==> config.mk <==
export PLATFORM = sky130hd
export DESIGN_NAME = dcache_refill_ctl
export DESIGN_NICKNAME = d
export VERILOG_FILES = /design/src/rtl/dcache_refill_ctl.sv
export SDC_FILE = /design/constraint.sdc
export NUM_CORES = 2
export LEC_CHECK = 0
export ABC_CLOCK_PERIOD_IN_PS = 42000
export CORE_AREA = 2 2 468 470
export DETAILED_ROUTE_END_ITERATION = 16
export DIE_AREA = 0 0 470 472
export SYNTH_ARGS = -nofsm -noshare
export SYNTH_HDL_FRONTEND = slang
export SYNTH_SLANG_ARGS = --single-unit
==> constraint.sdc <==
create_clock -name clk -period 42 [get_ports clk]
set_input_delay 12.6 -clock clk [delete_from_list [all_inputs] [get_ports clk]]
set_output_delay 12.6 -clock clk [all_outputs]
set_load 0.05 [all_outputs]
==> src/rtl/dcache_refill_ctl.sv <==
// Data-cache refill/writeback engine: streams a dirty victim line out, reads the
// new line in word by word, then pulses a one-cycle response with the assembled line.
module dcache_refill_ctl #(
   parameter int unsigned LINE_WORDS = 16,
   parameter int unsigned ADDR_W     = 32
) (
   input  logic                       clk,
   input  logic                       rst,
   input  logic                       i_miss_req,
   input  logic [ADDR_W-1:0]          i_miss_addr,
   input  logic                       i_wb_dirty,
   input  logic [ADDR_W-1:0]          i_wb_addr,
   input  logic [32*LINE_WORDS-1:0]   i_wb_line,
   output logic [32*LINE_WORDS-1:0]   o_memory_line,
   output logic                       o_memory_response,
   output logic                       o_busy,
   output logic                       o_mem_req,
   output logic                       o_mem_we,
   output logic [ADDR_W-1:0]          o_mem_addr,
   output logic [31:0]                o_mem_wdata,
   input  logic                       i_mem_ready,
   input  logic [31:0]                i_mem_rdata
);

   localparam int unsigned       CNT_W     = $clog2(LINE_WORDS);
   localparam logic [CNT_W-1:0]  LAST      = CNT_W'(LINE_WORDS - 1);
   localparam logic [ADDR_W-1:0] LINE_MASK = ~ADDR_W'(LINE_WORDS * 4 - 1);

   typedef enum logic [1:0] {IDLE, WB, RD, RESP} state_t;

   state_t                      state, state_nxt;
   logic [CNT_W-1:0]            cnt;
   logic [ADDR_W-1:0]           miss_base, wb_base;
   logic [ADDR_W-1:0]           beat_off;
   logic [LINE_WORDS-1:0][31:0] wb_words;
   logic [LINE_WORDS-1:0][31:0] line_words;
   logic                        beat_done;

   assign beat_off      = ADDR_W'({cnt, 2'b00});
   assign o_memory_line = line_words;

   always_ff @(posedge clk or posedge rst) begin
      if (rst) state <= IDLE;
      else     state <= state_nxt;
   end

   always_comb begin
      state_nxt         = state;
      o_busy            = 1'b0;
      o_mem_req         = 1'b0;
      o_mem_we          = 1'b0;
      o_mem_addr        = '0;
      o_mem_wdata       = '0;
      o_memory_response = 1'b0;
      beat_done         = 1'b0;
      case (state)
         IDLE: begin
            if (i_miss_req) state_nxt = i_wb_dirty ? WB : RD;
         end
         WB: begin
            o_busy      = 1'b1;
            o_mem_req   = 1'b1;
            o_mem_we    = 1'b1;
            o_mem_addr  = wb_base + beat_off;
            o_mem_wdata = wb_words[cnt];
            beat_done   = i_mem_ready;
            if (i_mem_ready && cnt == LAST) state_nxt = RD;
         end
         RD: begin
            o_busy     = 1'b1;
            o_mem_req  = 1'b1;
            o_mem_addr = miss_base + beat_off;
            beat_done  = i_mem_ready;
            if (i_mem_ready && cnt == LAST) state_nxt = RESP;
         end
         RESP: begin
            o_busy            = 1'b1;
            o_memory_response = 1'b1;
            state_nxt         = IDLE;
         end
         default: state_nxt = IDLE;
      endcase
   end

   // Request fields are captured only in IDLE; later input changes are ignored.
   always_ff @(posedge clk or posedge rst) begin
      if (rst) begin
         cnt        <= '0;
         miss_base  <= '0;
         wb_base    <= '0;
         wb_words   <= '0;
         line_words <= '0;
      end else begin
         case (state)
            IDLE: begin
               if (i_miss_req) begin
                  miss_base <= i_miss_addr & LINE_MASK;
                  wb_base   <= i_wb_addr & LINE_MASK;
                  wb_words  <= i_wb_line;
                  cnt       <= '0;
               end
            end
            WB, RD: begin
               if (beat_done) begin
                  cnt <= (cnt == LAST) ? '0 : cnt + 1'b1;
                  if (state == RD) line_words[cnt] <= i_mem_rdata;
               end
            end
            default: ;
         endcase
      end
   end

endmodule

# Yosys cells after proc, flatten, opt, wreduce, memory -nomap -nowiden
# Cells that the tools add are included.
[word_totals] reg_bits=1082 in_bits=613 output_inout_bits=580 word_cells=80
[classes] add_sub_neg=3 magnitude_cmp=2 eq_ne=8 n_mux=21 reduce_logical=10
[op_table] op="512-bit bitwise mux" count=1
[op_table] op="32-bit binary-select mux with 4-bit select" count=1
[op_table] op="32-bit demux with 4-bit select" count=1
[op_table] op="32-bit two-way mux" count=3
[op_table] op="32-bit by 6-bit adder with 32-bit output" count=2
[op_table] op="32-bit one-hot mux with 2 select lines" count=1
[op_table] op="4-bit two-way mux" count=3
[op_table] op="3-bit AND reduction" count=3
[op_table] op="2-bit two-way mux" count=4
[op_table] op="2-bit one-hot mux with 4 select lines" count=1
[op_table] op="4-bit one-hot mux with 2 select lines" count=1
[op_table] op="2-bit != test, second input constant" count=3
[op_table] op="4-bit by 5-bit less-than comparator with 1-bit output, second input constant" count=1
[op_table] op="1-bit two-way mux" count=5
[op_table] op="4-bit by 1-bit adder with 4-bit output, second input constant" count=1
[op_table] op="2-bit equality test, second input constant" count=2
[op_table] op="4-bit equality test, second input constant" count=1
[op_table] op="4-bit by 1-bit >= comparator with 1-bit output, second input constant" count=1
[op_table] op="3-bit OR reduction" count=1
[op_table] op="2-bit by 1-bit equality test with 1-bit output, second input constant" count=1
[op_table] op="1-bit logical AND" count=2
[op_table] op="2-bit zero test" count=1
[op_table] op="2-bit by 1-bit != test with 1-bit output, second input constant" count=1
[op_table] op="2-bit AND reduction" count=1
[op_table] op="2 further kinds" count=2

# Longest topological paths before layout
[depth] ltp_word=5 mapped_depth=9 depth_no_buf=6

# Least setup slack after synthesis
# OpenSTA, ideal clock, no wires.
[synth_path] kind="reg-to-output" start="reg state[1]" end="out o_mem_wdata[10]" arrival_ns=2.502 required_ns=29.400 setup_slack_ns=26.898 path_stages_with_launch=6 n_path_buf=1 path_cell_list="dfrtp_1 > inv_1 > ha_1 > nand2_1 > clkbuf_1 > o21ai_0"
[synth_via] elab_chain_len=2
[synth_rtl] element="start, declared" line="31" text="state_t state, state_nxt;"
[synth_rtl] element="start signal, assigned" line="44" text="else state <= state_nxt;"
[synth_rtl] element="2-bit by 1-bit equality test with 1-bit output" line="56" text="case (state)"
[synth_rtl] element="32-bit two-way mux" line="56"
[synth_rtl] element="end, declared" line="20" text="output logic [31:0] o_mem_wdata,"
# Every way passes these cells.

# Worst setup path after layout
[layout_path] start="reg cnt[0]" end="out o_mem_wdata[1]"
[layout_via] elab_chain_len=3
[layout_rtl] element="start, declared" line="32" text="logic [CNT_W-1:0] cnt;"
[layout_rtl] element="start signal, assigned" line="105" text="cnt <= (cnt == LAST) ? '0 : cnt + 1'b1;"
[layout_rtl] element="32-bit binary-select mux with 4-bit select" line="65" text="o_mem_wdata = wb_words[cnt];"
[layout_rtl] element="32-bit two-way mux (implied by the code)" line="65"
[layout_rtl] element="32-bit two-way mux" line="56"
# Every way passes these cells. The select of a mux whose other input is x is not followed.

==> flow_metrics.py <==
metrics = {
    "finish": {
        "drive_gt1_share_pct": 36.1,
        "final_common_cell": "clkdlybuf4s50_1",
        "area_delta_synth_final_pct": 42.2,
        "layout_common_cells": "clkdlybuf4s50_1, mux2_2, dfrtp_1",
        "final_cells": 6965,
        "final_nets": 4609,
    },
    "timing": {
        "slew_headroom_pct": 16.5,
        "period_share_pct": 44.3,
        "setup_slack_ns": 23.41,
        "tightest_slew_ns": 1.25,
        "whs_ns": 0.486,
        "hold_viol_final": 0,
        "skew_ns": 0.0364,
        "tns_ns": 0,
        "maxSlewViolCount": 0,
        "fmax_mhz": 53.8,
        "fin_crit_ns": 18.59,
        "rsz0062_at_grt": "false",
        "setup_viol": 0,
    },
    "routing": {
        "vias": 29032,
        "wl_met1_mm": 61.4,
        "met2_length_mm": 89.4,
        "first_iter_violations": 1229,
        "top_layer": "met5",
        "via_per_inst": 4.17,
        "drt-total-wl_mm": 170,
        "wl_per_cell_um": 24.4,
        "wl_met3_mm": 14.6,
        "drc": 0,
        "drtAntennaViolNets": 0,
        "first_pass_iters": 5,
    },
    "synth": {
        "synth_edf_count": 0,
        "synth_flop_cell": "dfrtp_1",
        "synthArstFlopShare_pct": 100,
        "synth_seq_cells": 1082,
        "yosysWarnings": 0,
        "netlist_area_mm2": 0.0452,
        "synthDistinctLibCells": 34,
        "seq_area_frac_synth_pct": 59.9,
        "syn_avg_cell_area_um2": 16.0,
        "synth_cells": 2820,
    },
    "run_status": {
        "outcome": "finished clean",
    },
    "global_routing": {
        "grt_overflow": 0,
        "grt_pass1_wl_mm": 238,
        "antenna_found_initial": 68,
        "grt_max_degree": 153,
        "grt_usage_pct": 14.9,
        "grt_pass1_vias": 30743,
    },
    "worst_hold_path": {
        "hold_class": "reg -> reg",
        "worstHoldStart": "o_memory_line[469]",
    },
    "floorplanning": {
        "die_h_um": 472,
        "die_w_um": 470,
        "ios": 1193,
        "dieArea_mm2": 0.222,
        "initial_utilization_pct": 20.9,
        "coreArea_mm2": 0.217,
        "rows": 171,
    },
    "placed_design": {
        "io_buffers": 1178,
        "pre_cts_ws_ns": 23.76,
        "gp_congestion": 0.824,
        "hpwl_mm": 126,
        "dpl.cell_count": 6709,
    },
    "clocking": {
        "clkTransAtPathRegs_ns": 0.06,
        "htreeDepth": 4,
        "cts.path.max_buffers": 3,
        "cts_hold_buf": 0,
        "cts_sinks": 1082,
        "cts_root_buf": "clkbuf_16",
        "cts_made_buffers": 130,
        "post_cts_buffers": 0,
        "tritoncts": "built",
        "cts.repair.resized": 0,
        "worstSkewPairLatency_ns": 0.79,
    },
    "critical_path": {
        "end_kind": "output port",
        "worst_ep_arrival_time_ns": 5.99,
        "cp_top_family": "buffers and inverters",
        "start_kind": "register",
        "cp.required_ns": 29.40,
        "r2r-start": "state[0]",
        "crit_top_cell": "buf_4",
        "reg2reg_slack_ns": 36.57,
        "path_max_fanout": 39,
        "crit_buf_inv": 4,
        "worstSetupPathType": "reg -> out",
        "crit_path_start": "cnt[0]",
        "slowest_stage": "clkdlybuf4s50_1",
        "path_cells": "buf_4 > buf_4 > buf_4 > mux2i_1 > a22oi_1 > o221ai_1 > o21ai_0 > clkdlybuf4s50_1",
        "cpPeakStageDelay_ns": 0.95,
    },
    "pwr": {
        "cellPowerDensity_mw_per_mm2": 82.9,
        "ir_worst_vdd_uv": 41.8,
        "finalPower_mw": 5.33,
        "leakage_nw": 26.8,
    },
    "flow_run": {
        "cap_violations": 0,
    },
}
## final cells by class
cell class                      count  area, um^2
Inverter                            9        37.5
Antenna cell                       24        60.1
Fill cell                       21730      152000
Tap cell                         2854        3570
Sequential cell                  1082       27100
Clock inverter                     41         594
Multi-Input combinational cell   1522       16800
Clock buffer                      191        3830
Timing Repair Buffer             1242       12300
## worst paths after layout
check	endpoint	cells past startpoint
worst min register to register	o_memory_line[469]	1
min in group asynchronous	wb_words[189]	3
max in group asynchronous	wb_words[100]	7
worst max-delay path	o_mem_wdata[1]	8
worst max register to register	wb_words[57]	8
worst min-delay path	o_memory_line[469]	1
## cells in the mapped netlist (all sizes together), types with 2 or more instances
| library cell | count | area share [%] |
|---|---|---|
| mux2 | 1141 | 28 |
| o21ai | 36 | 0.40 |
| nor2 | 19 | 0.42 |
| and3 | 2 | 0.028 |
| clkbuf | 77 | 0.68 |
| dfrtp | 1082 | 60 |
| inv | 9 | 0.075 |
| mux2i | 67 | 1.5 |
| nor2b | 27 | 0.37 |
| buf | 131 | 2.2 |
| nand3 | 6 | 0.18 |
| o221ai | 32 | 0.62 |
| and2 | 4 | 0.055 |
| mux4 | 64 | 3.2 |
| nand2 | 15 | 0.12 |
| a22oi | 90 | 1.5 |
| ha | 9 | 0.25 |
## cell families (layout without fill, tap and decap cells)
logic type | count (synthesis) | in the layout | share of synthesized area [%]
muxes | 1272 | 1272 | 33.1
DFF | 1082 | 1082 | 59.9
buffers and inverters | 217 | 1483 | 2.97
AOI/OAI and AO/OA | 163 | 163 | 2.59
and+or+nand+nor | 75 | 75 | 1.21
adders and majority gates | 9 | 9 | 0.249
other | 1 | 26 | 0.00829
xor gates and xnor gates | 1 | 1 | 0.0194
## registers in the layout (all words and copies together), names as in the netlist
signal	cells
wb_base	26
miss_base	26
cnt	4
state	2
wb_words	512
o_memory_line	512
## report_power, final
part	leakage [nW]	switching, mW	total, mW	internal (mW)
Sequential	13.6	0.268	1.77	1.50
Combinational	11.1	1.40	2.41	1.01
Clock	2.17	0.476	1.16	0.684
Total	26.8	2.14	5.33	3.19
## per-stage QoR
stage | utilization, % | area [um^2]
finish | 29.7 | 64300
global route | 29.7 | 64300
CTS | 29.7 | 64200
detailed placement | 27.6 | 59800
global placement | 27.6 | 59800
floorplan | - | 45200
## metal layers
metal	track usage, %	vias to the layer above
met3	5.57	269
met4	4.57	68
met5	0	-
li1	-	12649
met1	15.8	14993
met2	27.3	1053
Note: power is estimated with default switching activity, not from simulation.
==> RTL edit, RTL diff (same settings) <==
`LINE_WORDS`: 16 -> 8.
--- a/src/rtl/dcache_refill_ctl.sv
+++ b/src/rtl/dcache_refill_ctl.sv
@@ -1,7 +1,7 @@
 // Data-cache refill/writeback engine: streams a dirty victim line out, reads the
 // new line in word by word, then pulses a one-cycle response with the assembled line.
 module dcache_refill_ctl #(
-   parameter int unsigned LINE_WORDS = 16,
+   parameter int unsigned LINE_WORDS = 8,
    parameter int unsigned ADDR_W     = 32
 ) (
    input  logic                       clk,
Ports: changed (resized i_wb_line and o_memory_line); port bits go from 1193 to 681. The function was not compared with the original's and may differ.
==> RTL edit against the unedited design <==
Maximum frequency is 3.6% higher; critical path depth is 1 lower; register-to-register slack improved by 1.1 ns; routed wire length is 50% lower; setup slack better by 0.64 ns; design area fell by 44%; sequential share of layout area is 2.6 points lower; worst hold slack got worse by 0.0048 ns; synthesized area decreased by 47%; power shrank 43%; via count shrank 45%; sequential cell count shrank 511; critical path type unchanged.
==> RTL edit: results (changes against the unedited design) <==
RUN_STATUS='complete, no violations'  # unchanged
PLACE_CONGESTION=0.766  # was 0.824
WL_MET2_UM=43000  # was 89400 um
POSTSYNTHREGISTERBITS=571  # was 1082
N_MULTI_INPUT_COMBINATIONAL_CELL=889  # was 1522
GROUTE.LAYER.MET3.USAGE_PCT=2.54  # was 5.57%
DR_TOTAL_VIAS=15800  # was 29000
ROUTE.LAYER.MET1.WL_UM=32900  # was 61400 um
ROUTED_WL_UM=84700  # was 170000 um
GRT_MAX_DEGREE=164  # was 153
CLOCK-SKEW-FINAL_NS=0.0284  # was 0.0364 ns
FINAL.SIGNAL_BUFFER_COUNT=697  # was 1242
SYNTH_TOP_CELLS_BY_AREA='sky130_fd_sc_hd__dfrtp_1 60%, sky130_fd_sc_hd__mux2_2 25%, sky130_fd_sc_hd__mux2i_1 5.6%, sky130_fd_sc_hd__mux2_1 2.4%, sky130_fd_sc_hd__o22ai_1 1.7%'  # was sky130_fd_sc_hd__dfrtp_1 60%, sky130_fd_sc_hd__mux2_2 28%, sky130_fd_sc_hd__mux4_2 3.2%, sky130_fd_sc_hd__a22oi_1 1.5%, sky130_fd_sc_hd__mux2i_1 1.5%
R2R_CELLS=7  # was 8
WORST_HOLD_STARTPOINT='o_memory_line[173]$_DFFE_PP0P_'  # was o_memory_line[469]$_DFFE_PP0P_
IRDROPWORSTVDD_mV=0.0313  # was 0.0418 mV
CRIT_PATH_MAX_FANOUT=58  # was 39
LAYOUT.CLOCK.CELL_AREA_SHARE_PCT=6.40  # was 6.89%
P_LEAK_nW=14.4  # was 26.8 nW
NUM-CLOCK-BUFFERS=99  # was 191
DR_WL_MET3_UM=6160  # was 14600 um
CTS_MADE_BUFFERS=71  # was 130
FINAL_NET_COUNT=2599  # was 4609
CP.ARRIVAL_NS=5.35  # was 5.99 ns
MULTI_INPUT_COMB_AREA_UM2=9020  # was 16800 um^2
PORT-BUFFER-COUNT=668  # was 1178
WORSTREG2REGEND='wb_words[0]$_DFFE_PP0P_'  # was wb_words[57]$_DFFE_PP0P_
MAX_STAGE_DELAY_NS=0.91  # was 0.95 ns
==> RTL edit: cell families after synthesis <==
kind of cell	synth area share [%]
DFF	60.0
other	0.0158
muxes	32.5
buffers and inverters	2.32
adders and majority gates	0.368
and+or+nand+nor	1.15
AOI/OAI and AO/OA	3.63
==> RTL edit: metrics by stage <==
step	power, mW	cell area [um^2]	utilization, %	setup WS, ns	hold WS, ns
3_5_place_dp	2.44	33800	15.6	24.40	0.474
3_3_place_gp	2.42	33800	15.6	24.42	0.466
2_1_floorplan	1.92	23800	-	13.43	0.479
6_report	3.03	36200	16.7	24.05	0.481
5_1_grt	3.19	36200	16.7	23.54	0.498
4_1_cts	3.08	36200	16.7	23.59	0.487
==> RTL edit: power groups by stage <==
stage / registers (mW) / clock network [mW] / logic (mW)
floorplan: 1.29 / 0 / 0.632
global placement: 0.940 / 0 / 1.48
finish: 0.943 / 0.617 / 1.47
CTS: 0.944 / 0.644 / 1.50
detailed placement: 0.953 / 0 / 1.49
global route: 0.979 / 0.665 / 1.54
